## config.mk

```make
export PLATFORM = sky130hd
export DESIGN_NAME = acondicionador_boton_nivel
export DESIGN_NICKNAME = d
export VERILOG_FILES = /design/src/rtl/acondicionador_boton_nivel_pkg.sv /design/src/rtl/acondicionador_boton_nivel_antirrebote.sv /design/src/rtl/acondicionador_boton_nivel.sv
export SDC_FILE = /design/constraint.sdc
export NUM_CORES = 1
export LEC_CHECK = 0
export ABC_AREA = 1
export ABC_CLOCK_PERIOD_IN_PS = 1700
export BUFFER_PORTS_ARGS = -buffer_cell sky130_fd_sc_hd__buf_4
export CORE_AREA = 2 2 76 78
export CTS_CLUSTER_SIZE = 24
export DETAILED_ROUTE_END_ITERATION = 16
export DIE_AREA = 0 0 78 80
export PLACE_DENSITY_LB_ADDON = 0.08
export SETUP_SLACK_MARGIN = 0.5
export SKIP_LAST_GASP = 1
export SYNTH_ARGS = -nofsm -noshare
export SYNTH_HDL_FRONTEND = slang
export SYNTH_SLANG_ARGS = --single-unit
```

## constraint.sdc

```tcl
create_clock -name clk -period 1.7 [get_ports clk]
set_input_delay 0.34 -clock clk [delete_from_list [all_inputs] [get_ports clk]]
set_output_delay 0.34 -clock clk [all_outputs]
set_load 0.02 [all_outputs]
```

## src/rtl/acondicionador_boton_nivel_pkg.sv

```systemverilog
// Shared constants for the level-up button conditioner:
// default timing, button polarity and classifier state encodings.
package acondicionador_boton_nivel_pkg;

  localparam int CLK_HZ = 50_000_000;

  localparam int DEBOUNCE_DEF = CLK_HZ / 100;
  localparam int HOLD_DEF     = CLK_HZ * 5;

  localparam bit ACTIVE_LOW_DEF = 1'b1;

  localparam logic [1:0] SUELTO     = 2'd0;
  localparam logic [1:0] PRESIONADO = 2'd1;
  localparam logic [1:0] LARGO      = 2'd2;

  // Counter width able to hold 0..n-1, never below one bit.
  function automatic int ancho(input int n);
    int w;
    w = $clog2(n);
    if (w < 1) w = 1;
    return w;
  endfunction

endpackage

```

## src/rtl/acondicionador_boton_nivel_antirrebote.sv

```systemverilog
// Two-FF synchroniser plus debounce for the raw button pin.
// Output deb is the accepted level with pressed = 1.
module acondicionador_boton_nivel_antirrebote
  import acondicionador_boton_nivel_pkg::*;
#(
  parameter int DEBOUNCE_CYCLES = DEBOUNCE_DEF,
  parameter bit ACTIVE_LOW      = ACTIVE_LOW_DEF
) (
  input  logic clk,
  input  logic rst_n,
  input  logic boton,
  output logic deb
);

  localparam int CW = ancho(DEBOUNCE_CYCLES);
  localparam logic [CW-1:0] CNT_FIN =
    CW'(DEBOUNCE_CYCLES - 1);

  logic          s1;
  logic          s2;
  logic [CW-1:0] cnt_d;

  // Reset parks the synchroniser at the released level.
  always_ff @(posedge clk or negedge rst_n) begin
    if (!rst_n) begin
      s1 <= 1'b0;
      s2 <= 1'b0;
    end else begin
      s1 <= boton ^ ACTIVE_LOW;
      s2 <= s1;
    end
  end

  always_ff @(posedge clk or negedge rst_n) begin
    if (!rst_n) begin
      cnt_d <= '0;
      deb   <= 1'b0;
    end else if (s2 == deb) begin
      cnt_d <= '0;
    end else if (cnt_d == CNT_FIN) begin
      deb   <= s2;
      cnt_d <= '0;
    end else begin
      cnt_d <= cnt_d + 1'b1;
    end
  end

endmodule

```

## src/rtl/acondicionador_boton_nivel.sv

```systemverilog
// Level-up button conditioner: debounced level plus short/long
// press classification feeding the primitive-mode level FSM.
module acondicionador_boton_nivel
  import acondicionador_boton_nivel_pkg::*;
#(
  parameter int DEBOUNCE_CYCLES = DEBOUNCE_DEF,
  parameter int HOLD_CYCLES     = HOLD_DEF,
  parameter bit ACTIVE_LOW      = ACTIVE_LOW_DEF
) (
  input  logic clk,
  input  logic B_reset,
  input  logic Boton_in,
  output logic Entrada_Sube_Nivel,
  output logic Pulso_Corto,
  output logic Boton_Limpio
);

  localparam int HW = ancho(HOLD_CYCLES);
  localparam logic [HW-1:0] HOLD_FIN =
    HW'(HOLD_CYCLES - 1);

  logic          deb;
  logic [1:0]    estado;
  logic [HW-1:0] cnt_h;

  acondicionador_boton_nivel_antirrebote #(
    .DEBOUNCE_CYCLES (DEBOUNCE_CYCLES),
    .ACTIVE_LOW      (ACTIVE_LOW)
  ) antirrebote (
    .clk   (clk),
    .rst_n (B_reset),
    .boton (Boton_in),
    .deb   (deb)
  );

  assign Boton_Limpio = deb;

  // Release wins over the terminal hold count in PRESIONADO.
  always_ff @(posedge clk or negedge B_reset) begin
    if (!B_reset) begin
      estado             <= SUELTO;
      cnt_h              <= '0;
      Entrada_Sube_Nivel <= 1'b0;
      Pulso_Corto        <= 1'b0;
    end else begin
      Entrada_Sube_Nivel <= 1'b0;
      Pulso_Corto        <= 1'b0;
      unique case (estado)
        SUELTO: begin
          if (deb) begin
            estado <= PRESIONADO;
            cnt_h  <= '0;
          end
        end
        PRESIONADO: begin
          if (!deb) begin
            estado      <= SUELTO;
            Pulso_Corto <= 1'b1;
          end else if (cnt_h == HOLD_FIN) begin
            estado             <= LARGO;
            Entrada_Sube_Nivel <= 1'b1;
          end else begin
            cnt_h <= cnt_h + 1'b1;
          end
        end
        LARGO: begin
          if (!deb) estado <= SUELTO;
        end
        default: estado <= SUELTO;
      endcase
    end
  end

endmodule
```

# Word level (Yosys, flattened, before mapping)
# Cells that the tools add are included.
# word_totals
ff_bits,54
latch_bits,0
ramBits,0
mem_bits_ro,0
input_bits,3
out_inout_bits,3
word_cells,43
memories,0
# op_classes
n_addsub,2
multipliers,0
n_div,0
magnitude_cmp,0
n_eq_ne,10
n_shift,0
mux,16
bitwise_logic,2
n_reduce_logical,5
# ops
cell,count
two-way mux 28 bit,3
case mux 28 bit (2 select lines),1
two-way mux 19 bit,2
adder 28 x 1 -> 28 bit (second input constant),1
equality test 28 bit (second input constant),1
adder 19 x 1 -> 19 bit (second input constant),1
equality test 19 bit (second input constant),1
two-way mux 2 bit,4
case mux 2 bit (3 select lines),1
two-way mux 1 bit,5
inequality test 2 x 1 -> 1 bit (second input constant),2
inequality test 2 bit (second input constant),2
AND reduction 4 bit,1
inequality test 3 bit (second input constant),1
AND reduction 3 bit,1
equality test 2 x 1 -> 1 bit (second input constant),1
equality test 2 bit (second input constant),1
logical NOT 2 bit,1
inverter 1 bit,2
AND reduction 2 bit,1
nonzero test 2 bit,1
equality test 1 bit,1

# Logic depth before layout (Yosys ltp)
# Gate-level depths: netlist (run 1).
# logic_depth
depth_word,4
ltp_mapped,12
ltp_nobuf,12

# Modules after synthesis
# A second synthesis (run 1) with hierarchy kept.
# hier_totals
cells_unflattened,472
area_unflattened_um2,3369.5
# modules_own_cells
mod,instances,cells_per_inst,area_each_um2,seq_area_each_um2
acondicionador_boton_nivel,1,324,2174.6,800.8
acondicionador_boton_nivel_antirrebote,1,148,1194.9,550.5

# Worst setup path before layout (run 1)
# No wires, ideal clock.
# synth_path
path_type,register to register
start,register cnt_h[0]
end,register cnt_h[0]
setup_time_ns,0.117
t_arrival_ns,1.397
required_time_ns,1.583
path_slack_ns,0.186
stages_incl_launch_ff,12
path_buffers,1
synth_period_minus_slack_ns,1.514
cell_sequence,dfrtp_1 > ha_1 > nand2_2 > nor2_4 > nand3_2 > nor2_2 > nand2_2 > nand2_4 > inv_2 > buf_6 > nor2_1 > nor2_1
# synth_via
elab_chain_cells,4
word_cells_on_any_way,7
classes_between,1 x add/sub; 2 x eq/ne; 3 x mux; 1 x reduce/logical
# synth_lines
element,line,text
from (decl),acondicionador_boton_nivel.sv:24,logic [HW-1:0] cnt_h;
from (signal assigned),acondicionador_boton_nivel.sv:63,cnt_h <= cnt_h + 1'b1;
adder 28 x 1 -> 28 bit,acondicionador_boton_nivel.sv:63,
two-way mux 28 bit,acondicionador_boton_nivel.sv:59,end else if (cnt_h == HOLD_FIN) begin
two-way mux 28 bit,acondicionador_boton_nivel.sv:56,if (!deb) begin
case mux 28 bit (2 select lines),acondicionador_boton_nivel.sv:48,unique case (estado)
# Several ways; a longest one is shown, not always the timed one. The select of a mux whose other input is x is not followed.
# A chain may end at the register's enable or synchronous reset.

# Worst setup path after layout (run 1)
# layout_path
start,register cnt_h[10]
end,register cnt_h[2]
# layout_via
elab_chain_cells,3
# layout_lines
element,line
equality test 28 bit,acondicionador_boton_nivel.sv:59
inequality test 2 bit (no source line),-
AND reduction 4 bit (no source line),-
# Every way passes these cells.

==> flow_summary.rst, run 1 <==
.. list-table::
   :header-rows: 1

   * - Metric
     - Value
   * - Outcome
     - complete, no violations
   * - Wirelength per Cell
     - 16.1 µm
   * - Buffers plus inverters on the worst setup path
     - 2
   * - Largest cells by area after synthesis
     - sky130_fd_sc_hd__dfrtp_1 40%, sky130_fd_sc_hd__nand2_1 18%, sky130_fd_sc_hd__nor2_1 10%
   * - Effective utilization at floorplan
     - 62.0%
   * - Via count normalized by instance count
     - 5.63
   * - Total gr overflow
     - 0
   * - I/O pins
     - 6
   * - Maximum fanout along the worst path
     - 9
   * - Non-filler instance count after layout
     - 637
   * - Worst reg-to-reg path cell count
     - 9
   * - Core region area
     - 5410 µm²
   * - Avg Synthesized Cell Area
     - 6.62 µm²
   * - Reg2Reg Setup Slack
     - 0.09 ns
   * - Slowest stage cell on the critical path
     - sky130_fd_sc_hd__dfrtp_1
   * - Highest clock rate
     - 0.620 GHz
   * - Class of the tightest hold or removal check
     - in -> reg
   * - Via count of the first global-routing pass
     - 3332
   * - Final hold vios
     - 0
   * - Cell type group with the largest total delay on the critical path
     - simple AND/OR/NAND/NOR gates
   * - Number of antenna violations at the first check in global routing
     - 0
   * - Commonest register cell after synthesis
     - sky130_fd_sc_hd__dfrtp_1
   * - Startpoint class of the critical path
     - flop
   * - Topmost layer with routed signal wires
     - met4
   * - Nets
     - 569
   * - Setup TNS after final layout
     - 0 ns
   * - All-Layer GR Usage
     - 30.7%
   * - Metal-1 WL
     - 3920 µm
   * - Cell count after synthesis
     - 506
   * - Worst endpoint required time
     - 1.90 ns
   * - Cell-by-cell trace of the critical path
     - inv_1 > nand2_1 > nor2_1 > nand2_1 > nor2_4 > nand2_4 > nand2_8 > clkbuf_16 > o21ai_0
   * - CP most frequent cell
     - sky130_fd_sc_hd__nand2_1
   * - Area growth from synthesis to layout
     - 35.8%
   * - Critical path class
     - reg -> reg
   * - Period minus WS final
     - 1.61 ns
   * - Post-synthesis net count
     - 511
   * - Detail Placement HPWL
     - 5830 µm
   * - Pleak
     - 2.09 nW
   * - Pre-Repair DR Iteration Count
     - 5
   * - Number of buffers between clock root and the deepest sink
     - 2
   * - Count of routing violations after the opening detailed-route iteration
     - 262
   * - Unique cell type count in the Yosys netlist
     - 29
   * - Worst reg2reg path startpoint
     - cnt_h[10]
   * - Headroom to the max-slew limit
     - 70.4%
   * - DRC viols
     - 0
   * - Worst-case vdd ir drop
     - 341 µV
   * - Setup repair after global routing missed its margin
     - yes
   * - Pins over their slew limit
     - 0
   * - Die height
     - 80 µm
   * - Area leader, netlist
     - sky130_fd_sc_hd__dfrtp_1
   * - Number of max-cap violations
     - 0
   * - Hold path start
     - Boton_in
   * - Chip Width
     - 78 µm
   * - Routed met2 length
     - 5250 µm
   * - Largest incremental delay on the critical path
     - 0.46 ns
   * - Cell types with the highest counts after synthesis
     - 160 x sky130_fd_sc_hd__nand2_1, 93 x sky130_fd_sc_hd__nor2_1, 75 x sky130_fd_sc_hd__inv_1, 54 x sky130_fd_sc_hd__dfrtp_1, 37 x sky130_fd_sc_hd__nand3_1
   * - Number of cells on the worst hold path
     - 2
   * - Most common cell in the synthesized netlist
     - sky130_fd_sc_hd__nand2_1
   * - Largest clock skew in the final design
     - 0.0123 ns
   * - Via count
     - 3588
   * - Fraction of final layout cells sized beyond drive strength 1
     - 30.8%
   * - Slew at the pin with the worst max-slew slack
     - 0.444 ns
   * - Signal arrival time at the worst endpoint
     - 1.81 ns
   * - Deepest level of the CTS H-tree
     - 2
   * - Number of standard-cell rows in the floorplan
     - 27
   * - Global-route wire length before repair
     - 15100 µm
   * - Ys async rst share
     - 100%
   * - Clock buffers created by TritonCTS
     - 5
   * - Number of enable-type register cells in the synthesized netlist
     - 0
   * - Worst-Skew Late Latency
     - 0.32 ns
   * - Share of the yosys chip area belonging to registers
     - 40.3%
   * - Buffers on Ports
     - 5
   * - Logic depth of the worst path, buffers included
     - 9
   * - TritonCTS sink count
     - 54
   * - Count of synthesis-stage warnings from yosys
     - 0
   * - Die area
     - 6240 µm²
   * - Number of synthesized register bits
     - 54
   * - # diodes
     - 0
   * - Clock tree from TritonCTS
     - yes
   * - Critical Path End Type
     - flop
   * - Root buffer cell
     - sky130_fd_sc_hd__clkbuf_8
   * - Final wirelength
     - 10200 µm
   * - Proportion of netlist area held by the largest area contributor
     - 40.3%
   * - Largest net degree at the start of global routing
     - 33
   * - Post-detailed-route count of antenna-violating nets
     - 0
   * - Wire length on met3
     - 600 µm
   * - Synth Cell Area
     - 3350 µm²
   * - Worst-case hold path end point
     - antirrebote.s1
   * - Crit share post-route
     - 94.8%
   * - Setup-failing EPs final
     - 0
   * - Worst r2r dst
     - cnt_h[2]
   * - Pwr dens
     - 482 nW/µm²
   * - Placer's final routability congestion estimate
     - 1.01
   * - Cell Count Post-Placement
     - 588
   * - Clock transition at the registers of the reported paths
     - 0.10 ns
## worst max-delay path by stage
stage / startpoint / end / slack (ns)
3_3_place_gp: cnt_h[2] / cnt_h[21] / 0.10
3_5_place_dp: cnt_h[1] / cnt_h[24] / 0.1
6_report: cnt_h[10] / cnt_h[2] / 0.09
4_1_cts: cnt_h[0] / cnt_h[27] / 0.15
5_1_grt: cnt_h[1] / cnt_h[7] / 0.002
2_1_floorplan: cnt_h[0] / cnt_h[0] / 0.20
## cell usage in the layout (no fill, tap or decap), types with 2 or more instances in the layout
| master | Yosys | final |
|---|---|---|
| sky130_fd_sc_hd__nand2_1 | 160 | 147 |
| sky130_fd_sc_hd__inv_1 | 75 | 67 |
| sky130_fd_sc_hd__nor2_1 | 93 | 60 |
| sky130_fd_sc_hd__dfrtp_1 | 54 | 45 |
| sky130_fd_sc_hd__buf_4 | 1 | 38 |
| sky130_fd_sc_hd__nand3_1 | 37 | 25 |
| sky130_fd_sc_hd__nor2_2 | 4 | 21 |
| sky130_fd_sc_hd__nor2_4 | 1 | 17 |
| sky130_fd_sc_hd__buf_6 | 2 | 16 |
| sky130_fd_sc_hd__xor2_1 | 14 | 13 |
| sky130_fd_sc_hd__nand4_1 | 10 | 10 |
| sky130_fd_sc_hd__nand3_2 | 1 | 10 |
| sky130_fd_sc_hd__dfrtp_2 | 0 | 9 |
| sky130_fd_sc_hd__nand2_2 | 2 | 8 |
| sky130_fd_sc_hd__nor3_2 | 1 | 8 |
| sky130_fd_sc_hd__nand2_4 | 1 | 7 |
| sky130_fd_sc_hd__o21ai_0 | 12 | 7 |
| sky130_fd_sc_hd__inv_2 | 1 | 6 |
| sky130_fd_sc_hd__clkbuf_8 | 0 | 6 |
| sky130_fd_sc_hd__o21ai_2 | 1 | 4 |
| sky130_fd_sc_hd__o21ai_1 | 3 | 4 |
| sky130_fd_sc_hd__nor3_1 | 13 | 4 |
| sky130_fd_sc_hd__nand3b_1 | 4 | 4 |
| sky130_fd_sc_hd__nand3_4 | 0 | 3 |
| sky130_fd_sc_hd__a31oi_1 | 3 | 3 |
| sky130_fd_sc_hd__buf_12 | 0 | 3 |
| sky130_fd_sc_hd__a21oi_2 | 0 | 2 |
| sky130_fd_sc_hd__inv_4 | 0 | 2 |
| sky130_fd_sc_hd__nor3_4 | 0 | 2 |
| sky130_fd_sc_hd__nor3b_2 | 0 | 2 |
| sky130_fd_sc_hd__ha_4 | 0 | 2 |
## per-stage QoR
step	utilization (%)	hold WS, ns	power, mW	worst slack (ns)	instance area (µm²)
final	84.2	0.156	2.20	0.0881	4550
after global routing	84.2	0.144	2.26	0.00194	4550
after CTS	74.4	0.152	2.18	0.152	4020
after detailed placement	67.1	0.260	1.39	0.0952	3630
after global placement	67.1	0.258	1.39	0.104	3630
after floorplan	-	0.0444	1.35	0.198	3430
## sequential cells by signal, summed over array words and instances, names as in the netlist
signal / flops
Pulso_Corto: 1
antirrebote.deb: 1
antirrebote.cnt_d: 19
antirrebote.s2: 1
cnt_h: 28
antirrebote.s1: 1
Entrada_Sube_Nivel: 1
estado: 2
## layout make-up
class | count | area, µm²
multi-input cells | 368 | 2140
flip-flops and latches | 54 | 1360
well taps | 72 | 90.1
inverters | 76 | 303
clock inverters | 1 | 8.76
fillers | 316 | 855
repair buffers | 59 | 561
clock buffers | 7 | 86.3
## metal layers
layer,vias to the layer above,global-route usage (%)
li1,1678,-
met1,1697,37.5
met2,161,55.7
met3,52,4.41
met4,0,10.5
met5,-,0
## cell families after synthesis
logic type	synth area share, %
and+or+nand+nor	41.6
buffers and inverters	10.1
xor gates and xnor gates	3.92
DFF	40.3
adders and majority gates	0.746
AOI/OAI and AO/OA	3.36
## what timing repair did
| action | in CTS | in global routing |
|---|---|---|
| cloned | 0 | 1 |
| hold endpoints to repair | 22 | 0 |
| endpoints found under the setup margin | 49 | 54 |
| setup buffers | 20 | 19 |
| pin swaps | 16 | 33 |
| resized for setup | 42 | 96 |
| hold buffers | 1 | 0 |
## report_power, final
part | internal (mW) | switching [mW]
clock network | 0.338 | 0.444
logic | 0.0417 | 0.0667
registers | 1.29 | 0.0123
total | 1.67 | 0.523
No activity file was read; power rests on OpenSTA's default activity.
==> inputs of run 2 (changes only) <==
Settings changed: ABC_AREA 1 to default, CORE_AREA 2 2 76 78 to 2 2 71 73, DIE_AREA 0 0 78 80 to 0 0 73 75.
==> run 2 against run 1 <==
Highest routed layer unchanged. Largest cell class unchanged. The flow now finishes with violations (negative setup slack). Final cell count decreased by 30%. Critical path type unchanged. First-iteration DRC count increased by 20%. Worst hold slack improved by 0.022 ns.
==> flow_summary.rst, run 2 <==
.. list-table::
   :header-rows: 1

   * - Metric
     - Value
   * - Outcome
     - finished, violations left
   * - Violated checks
     - negative setup slack
   * - Largest registers
     - cnt_h: 28 flops, antirrebote.cnt_d: 19 flops, estado: 2 flops
   * - Number of max-cap violations
     - 0 (unchanged)
   * - Signal arrival time at the worst endpoint
     - 2.25 ns (+0.44 ns)
   * - Largest clock skew in the final design
     - 0.0102 ns (-0.00203 ns)
   * - Final wirelength
     - 9880 µm (-3.5%)
   * - Die height
     - 75 µm (-6.3%)
   * - Clock buffers created by TritonCTS
     - 5 (unchanged)
   * - Count of routing violations after the opening detailed-route iteration
     - 315 (+20%)
   * - Critical Path End Type
     - flop
   * - Avg Synthesized Cell Area
     - 9.47 µm² (+43%)
   * - Worst-case hold path end point
     - antirrebote.s1
   * - Placed instance area
     - 3370 µm² (-6.9%)
   * - Via count normalized by instance count
     - 6.44 (+14%)
   * - TritonCTS sink count
     - 54 (unchanged)
   * - Number of antenna violations at the first check in global routing
     - 0 (unchanged)
   * - Buffers on Ports
     - 5 (unchanged)
   * - All-Layer GR Usage
     - 32.4% (+1.6 points)
   * - Post-Place Setup Slack
     - -0.0729 ns (-0.168 ns)
   * - Top library cells by usage in the layout, fill and taps aside
     - 80 x sky130_fd_sc_hd__buf_4, 48 x sky130_fd_sc_hd__dfrtp_1, 28 x sky130_fd_sc_hd__nor2_1
   * - Die area
     - 5480 µm² (-12%)
   * - Pre-Repair DR Iteration Count
     - 5 (unchanged)
   * - Worst-Skew Late Latency
     - 0.31 ns (about the same)
   * - Via count
     - 2893 (-19%)
   * - Number of standard-cell rows in the floorplan
     - 25 (-7.4%)
   * - Number of flip-flops under the largest register name
     - 28 (unchanged)
   * - Non-filler instance count after layout
     - 449 (-30%)
   * - Proportion of netlist area held by the largest area contributor
     - 47.9% (+7.6 points)
   * - Area share of xor/xnor cells in the synthesized design
     - 10.9% (+6.9 points)
   * - # diodes
     - 0 (unchanged)
   * - Setup repair after global routing missed its margin
     - yes
   * - Placer's final routability congestion estimate
     - 0.870 (-13%)
   * - Root buffer cell
     - sky130_fd_sc_hd__clkbuf_8
   * - Pwr dens
     - 513 nW/µm² (+6.4%)
   * - Largest incremental delay on the critical path
     - 0.47 ns (about the same)
   * - Reg2Reg Setup Slack
     - -0.35 ns (-0.44 ns)
   * - Hold path start
     - Boton_in
   * - Min Hold Slack
     - 0.178 ns (+0.0219 ns)
   * - Number of cells on the worst hold path
     - 2 (unchanged)
   * - Post-detailed-route count of antenna-violating nets
     - 0 (unchanged)
   * - Most common cell in the synthesized netlist
     - sky130_fd_sc_hd__dfrtp_1
   * - Worst reg2reg path startpoint
     - antirrebote.cnt_d[7]
   * - Nets
     - 399 (-30%)
   * - Pleak
     - 1.95 nW (-6.8%)
   * - Period minus WS final
     - 2.05 ns (+0.438 ns)
   * - Count of synthesis-stage warnings from yosys
     - 0 (unchanged)
   * - Setup-failing EPs final
     - 41 (+41)
   * - Largest cells by area after synthesis
     - sky130_fd_sc_hd__dfrtp_1 48%, sky130_fd_sc_hd__xor2_1 7.5%, sky130_fd_sc_hd__nor2_1 6.0%
   * - Cell-by-cell trace of the critical path
     - nor4_2 > nand4_1 > nor3_2 > or2_4 > buf_6 > buf_16 > nor2_1
   * - Largest net degree at the start of global routing
     - 25 (-24%)
   * - Minimum setup slack in the final design
     - -0.350 ns (-0.438 ns)
   * - Detail Placement HPWL
     - 4840 µm (-17%)
   * - Fraction of final layout cells sized beyond drive strength 1
     - 44.6% (+14 points)
   * - Class of the tightest hold or removal check
     - in -> reg
   * - Deepest level of the CTS H-tree
     - 2 (unchanged)
   * - Worst r2r dst
     - antirrebote.cnt_d[9]
   * - Startpoint class of the critical path
     - flop
   * - Worst-case vdd ir drop
     - 510 µV (+50%)
   * - Cell types with the highest counts after synthesis
     - 54 x sky130_fd_sc_hd__dfrtp_1, 45 x sky130_fd_sc_hd__nor2_1, 25 x sky130_fd_sc_hd__nand3_1, 24 x sky130_fd_sc_hd__xor2_1, 22 x sky130_fd_sc_hd__nand2_1
   * - Sequential cell area
     - 1360 µm² (-0.28%)
   * - Mux contribution to synthesized area
     - 0.399% (+0.40 points)
   * - Pins over their slew limit
     - 0 (unchanged)
   * - Synth Cell Area
     - 2820 µm² (-16%)
   * - Worst reg-to-reg path cell count
     - 7 (-2)
   * - Chip Width
     - 73 µm (-6.4%)
   * - Number of buffers between clock root and the deepest sink
     - 2 (unchanged)
   * - Clock tree from TritonCTS
     - yes
   * - Wirelength per Cell
     - 22.0 µm (+37%)
   * - Post-synthesis net count
     - 303 (-41%)
   * - Critical path class
     - reg -> reg
   * - Via count of the first global-routing pass
     - 2792 (-16%)
   * - Slowest stage cell on the critical path
     - sky130_fd_sc_hd__nor4_2
   * - Highest clock rate
     - 0.488 GHz (-21%)
   * - Total gr overflow
     - 0 (unchanged)
   * - Cell count after synthesis
     - 298 (-41%)
   * - Total power after layout
     - 2.15 mW (-1.9%)
   * - Multi-input gate area in the final layout
     - 1740 µm² (-19%)
   * - Worst endpoint required time
     - 1.90 ns (about the same)
   * - Final hold vios
     - 0 (unchanged)
   * - Number of synthesized register bits
     - 54 (unchanged)
   * - Area growth from synthesis to layout
     - 48.8%
   * - Global-route wire length before repair
     - 13300 µm (-12%)
   * - Post-route cell area
     - 4200 µm² (-7.7%)
   * - Adder-Cell Fraction of Synth Area
     - 0.887% (+0.14 points)
   * - Count of fill cells added during filler insertion
     - 172 (-46%)
   * - Area leader, netlist
     - sky130_fd_sc_hd__dfrtp_1
   * - Core region area
     - 4660 µm² (-14%)
   * - Synth Area in Compound Gates
     - 5.28% (+1.9 points)
   * - Ys async rst share
     - 100% (unchanged)
   * - Leading cell type in the layout, fill and taps excluded
     - sky130_fd_sc_hd__buf_4
   * - Clock transition at the registers of the reported paths
     - 0.10 ns (about the same)
   * - Biggest register
     - cnt_h
   * - Crit share post-route
     - 121% (+26 points)
   * - Share of the yosys chip area belonging to registers
     - 47.9% (+7.6 points)
   * - Maximum fanout along the worst path
     - 4 (-5)
   * - I/O pins
     - 6 (unchanged)
   * - Combinational family with the most area after synthesis
     - simple AND/OR/NAND/NOR gates
   * - DRC viols
     - 0 (unchanged)
   * - Cell Count Post-Placement
     - 398 (-32%)
   * - Unique cell type count in the Yosys netlist
     - 41 (+41%)
   * - Synthesized-area fraction occupied by and/or/nand/nor cells
     - 31.3% (-10 points)
   * - Slew at the pin with the worst max-slew slack
     - 0.449 ns (+0.00484 ns)
   * - Headroom to the max-slew limit
     - 69.8% (-0.54 points)
   * - Commonest register cell after synthesis
     - sky130_fd_sc_hd__dfrtp_1
   * - Number of enable-type register cells in the synthesized netlist
     - 0 (unchanged)
   * - Effective utilization at floorplan
     - 60.5% (-1.5 points)
run 2: how the worst max path moves through the flow:
stage                                 endpoint  slack (ns)                 start  cells after the start
after detailed placement              cnt_h[1]       -0.07             cnt_h[10]                      5
after global placement                cnt_h[1]       -0.07              cnt_h[8]                      5
after global routing      antirrebote.cnt_d[9]       -0.42  antirrebote.cnt_d[7]                      7
after floorplan                       cnt_h[8]        0.05              cnt_h[0]                      7
after CTS                             cnt_h[4]       -0.03              cnt_h[0]                      7
final                     antirrebote.cnt_d[9]       -0.35  antirrebote.cnt_d[7]                      7
run 2: area by class of cell:
cell class / instances / area share, %
clock buffers: 7 / 1.82
clock inverters: 1 / 0.179
inverters: 9 / 0.924
multi-input cells: 223 / 41.4
flip-flops and latches: 54 / 32.4
well taps: 54 / 1.61
repair buffers: 101 / 21.7
run 2: timing repair:
action | 4_1_cts | 5_1_grt
hold buffers | 1 | 0
endpoints found under the hold margin | 22 | 0
setup endpoints to repair | 51 | 53
buffers inserted | 27 | 12
cloned | 3 | 0
gates resized for setup | 49 | 34
pin swaps | 33 | 24
run 2: report_power, final:
part	switching [mW]	leakage (nW)	internal, mW	total (mW)
logic	0.0711	1.17	0.0633	0.134
registers	0.00843	0.738	1.29	1.30
clock network	0.427	0.0385	0.293	0.720
total	0.507	1.95	1.65	2.15
run 2: kinds of logic (layout without fill, tap and decap cells):
kind of cell / Yosys count / count (layout)
compound gates: 23 / 23
xor+xnor: 35 / 35
fa+ha+maj: 2 / 2
buf+inv: 21 / 118
flops: 54 / 54
mux: 1 / 1
simple gates: 162 / 162
run 2: stage by stage:
stage	utilization [%]	setup TNS, ns
global placement	72.4	-0.218
floorplan	-	0
global route	90.1	-10.80
finish	90.1	-7.66
detailed placement	72.4	-0.347
CTS	84.3	-0.105
run 2: critical path: cells and delay by family, from the launching register on:
family                 cells  cell delay, ns
and+or+nand+nor            5            1.27
buffers and inverters      2            0.24
DFF                        1            0.42
run 2: layer usage:
metal	GRT usage (%)	up-vias	wire length [µm]
li1	-	1226	-
met1	37.2	1438	3740
met2	59.2	175	5090
met3	5.89	54	610
met4	13.8	0	445
met5	0	-	0
==> inputs of run 3 (changes only) <==
Settings changed: BUFFER_PORTS_ARGS -buffer_cell sky130_fd_sc_hd__buf_4 to -buffer_cell sky130_fd_sc_hd__buf_2.
==> run 3 against run 2 <==
The flow still finishes with violations (negative setup slack). Core utilization is 5.4 points lower. Global-route usage is 4.0 points lower. Count of clock-buffer cells in the layout is 2 lower. Largest cell class unchanged. Sequential share of layout area is 2.0 points higher. Total power is 5.9% higher. Largest power group unchanged.
==> flow_summary.rst, run 3 (synthesized netlist as in run 2, its figures left out) <==
.. list-table::
   :header-rows: 1

   * - Metric
     - Value
   * - Outcome
     - finished, violations left
   * - Cell type group with the largest total delay on the critical path
     - simple AND/OR/NAND/NOR gates
   * - Reg2Reg Setup Slack
     - -0.09 ns (+0.26 ns)
   * - Number of flip-flops under the largest register name
     - 28 (unchanged)
   * - Signal arrival time at the worst endpoint
     - 2.05 ns (-0.20 ns)
   * - Via count normalized by instance count
     - 5.92 (-8.1%)
   * - Effective utilization at floorplan
     - 60.5% (unchanged)
   * - Total gr overflow
     - 0 (unchanged)
   * - Via count
     - 2512 (-13%)
   * - Count of routing violations after the opening detailed-route iteration
     - 246 (-22%)
   * - Pins over their slew limit
     - 0 (unchanged)
   * - Min Hold Slack
     - 0.173 ns (-0.00562 ns)
   * - Die area
     - 5480 µm² (unchanged)
   * - Met3 track utilization from global routing
     - 3.75% (-2.1 points)
   * - Number of antenna violations at the first check in global routing
     - 0 (unchanged)
   * - Die height
     - 75 µm (unchanged)
   * - Slew at the pin with the worst max-slew slack
     - 0.452 ns (+0.00296 ns)
   * - Maximum fanout along the worst path
     - 8 (+4)
   * - Critical Path End Type
     - flop
   * - Largest clock skew in the final design
     - 0.00419 ns (-0.00603 ns)
   * - Setup repair after global routing missed its margin
     - yes
   * - Critical path endpoint
     - cnt_h[6]
   * - Top library cells by usage in the layout, fill and taps aside
     - 57 x sky130_fd_sc_hd__buf_4, 50 x sky130_fd_sc_hd__dfrtp_1, 32 x sky130_fd_sc_hd__nor2_1
   * - Worst r2r dst
     - cnt_h[6]
   * - Setup-failing EPs final
     - 19 (-54%)
   * - TritonCTS sink count
     - 54 (unchanged)
   * - Buffers plus inverters on the worst setup path
     - 1 (-1)
   * - Worst endpoint required time
     - 1.96 ns (+0.06 ns)
   * - Grt peak-use layer
     - met2
   * - Critical path class
     - reg -> reg
   * - All-Layer GR Usage
     - 28.4% (-4.0 points)
   * - Minimum setup slack in the final design
     - -0.0944 ns (+0.256 ns)
   * - Fraction of final layout cells sized beyond drive strength 1
     - 38.1% (-6.4 points)
   * - Worst-case vdd ir drop
     - 605 µV (+19%)
   * - Clock tree from TritonCTS
     - yes
   * - I/O pins
     - 6 (unchanged)
   * - Clock transition at the registers of the reported paths
     - 0.10 ns (about the same)
   * - Pre-Repair DR Iteration Count
     - 4 (-1)
   * - Startpoint class of the critical path
     - flop
   * - Met2 Use GR
     - 47.7% (-11 points)
   * - Placer's final routability congestion estimate
     - 0.897 (+3.1%)
   * - First element of the critical path
     - cnt_h[0]
   * - Crit share post-route
     - 106% (-15 points)
   * - Detail Placement HPWL
     - 4650 µm (-3.7%)
   * - Period minus WS final
     - 1.79 ns (-0.256 ns)
   * - Logic depth of the worst path, buffers included
     - 6 (-1)
   * - Highest clock rate
     - 0.557 GHz (+14%)
   * - Worst reg2reg path startpoint
     - cnt_h[0]
   * - Final wirelength
     - 7650 µm (-23%)
   * - Number of buffers between clock root and the deepest sink
     - 2 (unchanged)
   * - Largest net degree at the start of global routing
     - 26 (+4.0%)
   * - Largest registers
     - cnt_h: 28 flops, antirrebote.cnt_d: 19 flops, estado: 2 flops
   * - Violated checks
     - negative setup slack
   * - Post-detailed-route count of antenna-violating nets
     - 0 (unchanged)
   * - Core region area
     - 4660 µm² (unchanged)
   * - Headroom to the max-slew limit
     - 69.9% (about the same)
   * - Nets
     - 374 (-6.3%)
   * - Area growth from synthesis to layout
     - 39.8%
   * - Final hold vios
     - 0 (unchanged)
   * - # diodes
     - 0 (unchanged)
   * - DRC viols
     - 0 (unchanged)
   * - Worst reg-to-reg path cell count
     - 6 (-1)
   * - Cell-by-cell trace of the critical path
     - ha_2 > nand3_2 > or4_4 > o21ai_4 > buf_6 > a22o_1
   * - Largest incremental delay on the critical path
     - 0.45 ns (-0.02 ns)
   * - Number of standard-cell rows in the floorplan
     - 25 (unchanged)
   * - Global-route wire length before repair
     - 11700 µm (-12%)
   * - Slowest stage cell on the critical path
     - sky130_fd_sc_hd__or4_4
   * - Pwr dens
     - 578 nW/µm² (+13%)
   * - Buffers on Ports
     - 5 (unchanged)
   * - Wirelength per Cell
     - 18.0 µm (-18%)
   * - Chip Width
     - 73 µm (unchanged)
   * - Biggest register
     - cnt_h
   * - Met1 Use GR
     - 37.3% (+0.13 points)
   * - Class of the tightest hold or removal check
     - in -> reg
   * - Leading cell type in the layout, fill and taps excluded
     - sky130_fd_sc_hd__buf_4
   * - Deepest level of the CTS H-tree
     - 2 (unchanged)
   * - Post-Place Setup Slack
     - -0.0191 ns (+0.0538 ns)
   * - Via count of the first global-routing pass
     - 2454 (-12%)
   * - Pleak
     - 1.81 nW (-7.3%)
   * - Root buffer cell
     - sky130_fd_sc_hd__clkbuf_8
   * - Number of max-cap violations
     - 0 (unchanged)
   * - Worst-Skew Late Latency
     - 0.31 ns (about the same)
   * - Clock buffers created by TritonCTS
     - 5 (unchanged)
## run 3: cell count changes in the layout (fill, tap and decap cells not counted), sizes merged
cell,change
clkinvlp,-1
clkinv,+1
bufinv,+1
inv,+1
clkbuf,-2
buf,-25
## run 3: worst reg2reg max path: cells and delay by family, from the launching register on
family | cells | cell delay, ns
buf+inv | 1 | 0.16
fa+ha+maj | 1 | 0.21
flops | 1 | 0.38
simple gates | 2 | 0.54
compound gates | 2 | 0.46
## run 3: where the power goes
group	internal, mW	switching (mW)	total [mW]
Clock	0.442	0.442	0.884
Sequential	1.29	0.00908	1.30
Combinational	0.0426	0.0540	0.0966
## run 3: metrics by stage
step,setup TNS [ns],area [µm²],power [mW],std cells,util [%]
floorplan,0,2940,1.35,298,-
global route,-2.60,3950,2.35,424,84.6
finish,-0.970,3950,2.28,424,84.6
CTS,-0.154,3760,2.28,418,80.7
global placement,-0.00422,3350,1.39,397,72.0
detailed placement,-0.0498,3350,1.39,397,72.0
## run 3: worst min path at each step
stage | cells after the start | start | slack (ns) | endpoint
after global placement | 1 | B_reset | 0.30 | cnt_h[0]
after floorplan | 0 | B_reset | 0.04 | Entrada_Sube_Nivel
after global routing | 2 | Boton_in | 0.17 | antirrebote.s1
after CTS | 2 | Boton_in | 0.17 | antirrebote.s1
after detailed placement | 1 | B_reset | 0.31 | cnt_h[0]
final | 2 | Boton_in | 0.17 | antirrebote.s1
## run 3: area by class of cell
| cell class | instances | area, µm² |
|---|---|---|
| Clock buffer | 5 | 68.8 |
| Timing Repair Buffer | 76 | 681 |
| Inverter | 9 | 36.3 |
| Tap cell | 54 | 67.6 |
| Clock inverter | 3 | 43.8 |
| Fill cell | 244 | 716 |
| Multi-Input combinational cell | 223 | 1690 |
| Sequential cell | 54 | 1360 |
## run 3: per-layer routing
layer / wire length (µm) / vias to the layer above
met5: 0 / -
met4: 203 / 0
met3: 317 / 20
met2: 3910 / 84
met1: 3220 / 1217
li1: - / 1191
## run 3: timing repair
item,CTS,global route
hold buffers,1,0
resized for setup,39,30
pin swaps,18,31
setup buffers,10,6
endpoints found under the hold margin,16,0
cloned,2,0
endpoints found under the setup margin,51,52
